[config.mk]
export PLATFORM = sky130hd
export DESIGN_NAME = uv_mode_picker
export DESIGN_NICKNAME = d
export VERILOG_FILES = /design/src/rtl/uv_mode_picker.sv
export SDC_FILE = /design/constraint.sdc
export NUM_CORES = 1
export LEC_CHECK = 0
export CAP_MARGIN = 20
export CELL_PAD_IN_SITES_DETAIL_PLACEMENT = 0
export CELL_PAD_IN_SITES_GLOBAL_PLACEMENT = 1
export CORE_MARGIN = 10
export CORE_UTILIZATION = 48
export CTS_CLUSTER_SIZE = 16
export DETAILED_ROUTE_END_ITERATION = 7
export GPL_ROUTABILITY_DRIVEN = 1
export GPL_TIMING_DRIVEN = 1
export PLACE_DENSITY_LB_ADDON = 0.1
export SYNTH_ARGS = -nofsm -noshare
export SYNTH_HDL_FRONTEND = slang
export SYNTH_SLANG_ARGS = --single-unit
[constraint.sdc]
create_clock -name clk -period 8.45 [get_ports clk]
set_input_delay 1.2675 -clock clk [delete_from_list [all_inputs] [get_ports clk]]
set_output_delay 1.2675 -clock clk [all_outputs]
set_load 0.02 [all_outputs]
[src/rtl/uv_mode_picker.sv]
// Chroma intra UV mode picker: scores each candidate as rate*lambda + (sse << DISTO_SHIFT)
// through a three-edge pipeline and reports the minimum-score mode with a done pulse.
module uv_mode_picker #(
    parameter int NUM_MODES   = 4,
    parameter int MODE_W      = 2,
    parameter int RATE_W      = 24,
    parameter int LAMBDA_W    = 16,
    parameter int DISTO_SHIFT = 8,
    parameter int SCORE_W     = 48
) (
    input  logic                clk,
    input  logic                rst_n,
    input  logic                start,
    input  logic [LAMBDA_W-1:0] lambda,
    input  logic                cand_valid,
    input  logic [31:0]         cand_sse,
    input  logic [RATE_W-1:0]   cand_rate,
    output logic                busy,
    output logic                done,
    output logic [MODE_W-1:0]   best_mode,
    output logic [SCORE_W-1:0]  best_score,
    output logic [31:0]         best_sse
);
    localparam int PROD_W = RATE_W + LAMBDA_W;
    localparam int DIST_W = 32 + DISTO_SHIFT;
    localparam logic [MODE_W-1:0] LAST_IDX = MODE_W'(NUM_MODES - 1);

    typedef enum logic [1:0] {IDLE, COLLECT, DRAIN} state_t;

    state_t               state_reg, state_next;
    logic [MODE_W-1:0]    cnt_reg;
    logic [LAMBDA_W-1:0]  lambda_reg;

    logic                 s1_valid_reg, s1_last_reg;
    logic [PROD_W-1:0]    s1_prod_reg;
    logic [DIST_W-1:0]    s1_dist_reg;
    logic [31:0]          s1_sse_reg;
    logic [MODE_W-1:0]    s1_idx_reg;

    logic                 s2_valid_reg, s2_last_reg;
    logic [SCORE_W-1:0]   s2_score_reg;
    logic [31:0]          s2_sse_reg;
    logic [MODE_W-1:0]    s2_idx_reg;

    logic                 done_reg;
    logic [MODE_W-1:0]    best_mode_reg;
    logic [SCORE_W-1:0]   best_score_reg;
    logic [31:0]          best_sse_reg;

    logic accept;
    logic last_cand;
    logic finish;

    // start has priority over everything, including a coincident candidate
    assign accept    = cand_valid && (state_reg == COLLECT) && !start;
    assign last_cand = accept && (cnt_reg == LAST_IDX);
    assign finish    = s2_valid_reg && s2_last_reg && !start;

    always_ff @(posedge clk or negedge rst_n) begin
        if (!rst_n) begin
            state_reg <= IDLE;
        end else begin
            state_reg <= state_next;
        end
    end

    always_comb begin
        state_next = state_reg;
        if (start) begin
            state_next = COLLECT;
        end else begin
            case (state_reg)
                COLLECT: if (last_cand) state_next = DRAIN;
                DRAIN:   if (finish)    state_next = IDLE;
                default: state_next = state_reg;
            endcase
        end
    end

    always_comb begin
        busy = (state_reg != IDLE);
    end

    always_ff @(posedge clk or negedge rst_n) begin
        if (!rst_n) begin
            cnt_reg    <= '0;
            lambda_reg <= '0;
        end else if (start) begin
            cnt_reg    <= '0;
            lambda_reg <= lambda;
        end else if (accept) begin
            cnt_reg    <= cnt_reg + 1'b1;
        end
    end

    // E0: product, shifted distortion, sse and index
    always_ff @(posedge clk or negedge rst_n) begin
        if (!rst_n) begin
            s1_valid_reg <= 1'b0;
            s1_last_reg  <= 1'b0;
            s1_prod_reg  <= '0;
            s1_dist_reg  <= '0;
            s1_sse_reg   <= '0;
            s1_idx_reg   <= '0;
        end else begin
            s1_valid_reg <= accept;
            s1_last_reg  <= last_cand;
            if (accept) begin
                s1_prod_reg <= PROD_W'(cand_rate) * PROD_W'(lambda_reg);
                s1_dist_reg <= DIST_W'(cand_sse) << DISTO_SHIFT;
                s1_sse_reg  <= cand_sse;
                s1_idx_reg  <= cnt_reg;
            end
        end
    end

    // E1: score sum
    always_ff @(posedge clk or negedge rst_n) begin
        if (!rst_n) begin
            s2_valid_reg <= 1'b0;
            s2_last_reg  <= 1'b0;
            s2_score_reg <= '0;
            s2_sse_reg   <= '0;
            s2_idx_reg   <= '0;
        end else begin
            s2_valid_reg <= s1_valid_reg && !start;
            s2_last_reg  <= s1_last_reg;
            if (s1_valid_reg) begin
                s2_score_reg <= SCORE_W'(s1_prod_reg) + SCORE_W'(s1_dist_reg);
                s2_sse_reg   <= s1_sse_reg;
                s2_idx_reg   <= s1_idx_reg;
            end
        end
    end

    // E2: strict less-than keeps the lower index on ties
    always_ff @(posedge clk or negedge rst_n) begin
        if (!rst_n) begin
            done_reg       <= 1'b0;
            best_mode_reg  <= '0;
            best_score_reg <= '1;
            best_sse_reg   <= '0;
        end else begin
            done_reg <= finish;
            if (start) begin
                best_mode_reg  <= '0;
                best_score_reg <= '1;
                best_sse_reg   <= '0;
            end else if (s2_valid_reg && (s2_score_reg < best_score_reg)) begin
                best_mode_reg  <= s2_idx_reg;
                best_score_reg <= s2_score_reg;
                best_sse_reg   <= s2_sse_reg;
            end
        end
    end

    assign done       = done_reg;
    assign best_mode  = best_mode_reg;
    assign best_score = best_score_reg;
    assign best_sse   = best_sse_reg;

endmodule
After elaboration in Yosys (flattened, before gate mapping)

Index checks and enable logic that the tools add are counted.

Register bits after elaboration: 263
Output and inout port bits: 84
Word-level logic and storage cells: 51

Add/sub/neg operators: 2
Multiply operators: 1
Order comparisons: 1
Equality and inequality tests: 5
Muxes and demuxes: 12
Reduce and logical (&&, ||, !) cells: 13

Operator list:

| cell                                                             | number |
|---|---|
| 48-bit 2-to-1 mux                                                | 2 |
| 32-bit 2-to-1 mux                                                | 2 |
| 48-bit < comparator                                              | 1 |
| 40-bit by 40-bit adder with 41-bit output                        | 1 |
| 24-bit by 16-bit multiplier with 40-bit output                   | 1 |
| 2-bit 2-to-1 mux                                                 | 7 |
| 1-bit logical AND                                                | 7 |
| 3-bit != test (second input constant)                            | 2 |
| 2-bit nonzero test                                               | 3 |
| 2-bit == test (second input constant)                            | 2 |
| 2-bit one-hot mux with 2 select lines                            | 1 |
| 3-bit AND reduction                                              | 1 |
| 3-bit nonzero test                                               | 1 |
| 2-bit by 1-bit adder with 2-bit output (second input constant)   | 1 |
| 2-bit by 1-bit == test with 1-bit output (second input constant) | 1 |
| 1-bit zero test                                                  | 1 |

Longest topological paths before layout

Depth in word-level cells: 7
Depth in mapped cells: 25
Mapped depth without buffers: 23

Least setup slack after synthesis

No wires, ideal clock.

Path type: input to register
From: input port cand_rate[9]
To: register s1_prod_reg[36]
Setup time: 137 ps
Arrival: 6978 ps
Data required time: 8313 ps
Setup slack: 1335 ps
Stages: 23
Cells stage by stage: clkbuf_1 -> nand2_1 -> fa_1 -> inv_1 -> fa_1 -> inv_1 -> fa_1 -> inv_1 -> fa_1 -> fa_1 -> inv_1 -> fa_1 -> inv_1 -> ha_1 -> and3_1 -> a221oi_1 -> a21oi_1 -> a211o_2 -> a21oi_4 -> o21ai_4 -> a31oi_2 -> mux2i_1 -> o311ai_1

Word-level cells in the longest chain between the ends: 1

RTL lines:

| what                                           | line | text |
|---|---|---|
| from (decl)                                    | 17   | `input logic [RATE_W-1:0] cand_rate,` |
| 24-bit by 16-bit multiplier with 40-bit output | 109  | `s1_prod_reg <= PROD_W'(cand_rate) * PROD_W'(lambda_reg);` |
| to (signal assigned)                           | 109  |  |
| to (decl)                                      | 35   | `logic [PROD_W-1:0] s1_prod_reg;` |

No other way between the ends.
A chain may end at the register's enable or synchronous reset.

Final worst setup path

From: input port cand_rate[5]
To: register s1_prod_reg[36]

The elaborated chain is that of the path after synthesis.

==> summary.md <==
| Metric | Value |
|---|---|
| Status | finished, final reports clean |
| Setup crit end kind | flop |
| Pre-antenna DRT Iters | 5 |
| Max reg flops | 42 |
| CTS-repair resized insts | 0 |
| Sequential area share after synthesis | 25.7% |
| GPL Wtd Cong | 0.905 |
| Initial core utilization | 48.8% |
| Antenna Diode Count | 0 |
| Post-synth top area share | 25.0% |
| Most common cell after layout, fill and taps aside | nand2_1 |
| WHS Path Cells | 0 |
| CP dominant cell by count | fa_1 |
| CTS tree | built |
| CP max-delay cell | clkdlybuf4s50_1 |
| Initial antenna violation count | 0 |
| Final WL | 62700 um |
| Fin. max-slew vios | 0 |
| Die Wd | 246 um |
| GRT Util Overall | 21.0% |
| Asr flop ratio synth | 100% |
| EDFF count, synth | 0 |
| Vias | 17800 |
| Final period util | 89.6% |
| Via-to-Cell Ratio | 5.26 |
| First-pass GRT wire length | 103000 um |
| Post-layout util | 55.2% |
| Die Area | 0.0606 mm^2 |
| Reg-to-Reg Start | lambda_reg[3] |
| Worst min path class | reg -> reg |
| Syn_area_per_cell | 9.50 um^2 |
| Antenna Nets Post-Route | 0 |
| Hold buffers post-CTS | 0 |
| Total grt overflow | 0 |
| Hold Path Origin | s1_last_reg |
| Largest fanout on the critical path | 16 |
| CTS Buffer Depth | 3 |
| Unrepaired setup endpoints after global routing | false |
| Worst r2r path cells | 22 |
| Num CTS Buffers | 30 |
| Setup bufs post-CTS | 0 |
| Max-slew headroom | 27.1% |
| Critical path class | in -> reg |
| Core Rows | 82 |
| Area delta synth->final | 13.2% |
| Synthesized area | 0.0246 mm^2 |
| Reg2Reg Setup Slack | 1.32 ns |
| Die H | 246 um |
| Crit-path cells | clkdlybuf4s50_1 > nand2_1 > fa_1 > inv_1 > fa_1 > inv_1 > fa_1 > inv_1 > fa_1 > fa_1 > inv_1 > fa_1 > inv_1 > ha_1 > a21o_1 > a221oi_1 > a21oi_1 > a211o_2 > a21oi_4 > o21ai_4 > a31oi_2 > mux2i_1 > o311ai_1 |
| Crit Reg-Reg Endpoint | s1_prod_reg[36] |
| Nets | 3248 |
| Drt wl/cell | 18.6 um |
| Synth Warn # | 0 |
| Largest net degree at the start of global routing | 159 |
| Core area | 0.0504 mm^2 |
| Finished Cell Area | 0.0278 mm^2 |
| CP max stage delay | 0.83 ns |
| Critical Path Source | cand_rate[5] |
| I/O Buffers | 159 |
| Clk root buf | clkbuf_16 |
| Layout cells sized above 1 | 8.76% |
| Vias in the first global route | 18800 |
| Commonest non-fill, non-tap cells in the layout | nand2_1, inv_1, fa_1 |
| DR iter-0 viols | 987 |
| H-tree depth | 1 |
| Max Cap Viol | 0 |
| Minimum clock period | 7.57 ns |
| Hold EP | s2_last_reg |
| Syn Nets | 3153 |
| Max Freq | 132 MHz |
| CP arrival | 7.98 ns |
| Worst Hold Slack | 0.348 ns |
| IO Count | 160 |
| Setup Skew | 0.0281 ns |
| Worst setup SP type | primary input |
| DRC | 0 |
| Clock-pin slew on the worst setup and hold paths | 0.06 ns |
| Largest cells by area after synthesis | fa_1, dfrtp_1, ha_1 |
| Flops & latches, synth | 250 |
| Final hold vios | 0 |
| Top FF cell, synth | dfrtp_1 |
| Final TNS setup | 0 ns |
| Critical Path RT | 8.85 ns |
| Cell variety after synth | 76 |
| Placed inst area | 0.0267 mm^2 |
| Cell taking the most area after synthesis | fa_1 |
| Setup violators final | 0 |
| Dpl hpwl | 49200 um |
| Syn Inst Count | 2585 |
| Sink Count | 250 |
| Worst-margin pin slew | 1.09 ns |
| Worst skew pair latency | 0.57 ns |
==> worst max-delay path by stage <==
stage,end,slack (ns)
6_report,s1_prod_reg[36],0.88
3_3_place_gp,s1_prod_reg[36],0.49
2_1_floorplan,s1_prod_reg[36],1.34
5_1_grt,s1_prod_reg[36],0.60
4_1_cts,s1_prod_reg[36],0.93
3_5_place_dp,s1_prod_reg[36],0.34
==> cell type report <==
type | instances | area [um^2]
inverter | 401 | 1510
tap | 672 | 841
clock inverter | 13 | 204
fill | 4571 | 22600
timing repair buffer | 188 | 1820
multi-input combinational | 1809 | 16200
clock buffer | 43 | 881
sequential | 250 | 6310
==> critical path: cells and delay by family <==
| family | cells | cell delay [ns] |
|---|---|---|
| fa+ha+maj | 7 | 3.48 |
| mux | 1 | 0.20 |
| buf+inv | 6 | 1.09 |
| compound gates | 8 | 1.77 |
| simple gates | 1 | 0.16 |
==> cells in the mapped netlist (all sizes together), types with 5 or more instances <==
master,instances
a21oi,74
nor3,14
nand2b,9
ha,185
a21o,49
a221oi,5
mux2,80
o21bai,10
a211o,41
nor2b,7
a31o,6
o21ai,82
o21a,7
and3,13
a211oi,10
and2,169
nand4,15
nand2,424
xor2,24
mux2i,38
xnor2,31
dfstp,42
dfrtp,208
clkbuf,104
nand3,24
a31oi,14
nor2,121
fa,307
inv,401
buf,21
==> per-stage QoR <==
step                cells  worst slack [ns]
floorplan            2585              1.34
global placement     3320             0.488
detailed placement   3320             0.339
CTS                  3376             0.931
global route         3376             0.596
finish               3376             0.878
==> cells by family after synthesis <==
family | Yosys count | share of synthesized area [%]
XOR/XNOR | 55 | 1.96
AND/OR/NAND/NOR | 815 | 15.1
AO/OA/AOI/OAI | 329 | 9.33
multiplexers | 118 | 5.22
buffers and inverters | 526 | 8.23
adder cells (fa/ha/maj) | 492 | 34.4
flip-flops | 250 | 25.7
==> layer usage <==
layer  wire (um)  vias to the layer above  GRT usage (%)
met3        3170                       78           2.39
li1            -                     8371              -
met2       28700                      420           33.6
met1       29400                     8904           29.9
met5           0                        -              0
met4        1370                        0           5.10
Power is not shown: default switching activity piles up to over one toggle a cycle in this logic, so the estimate is an artifact.
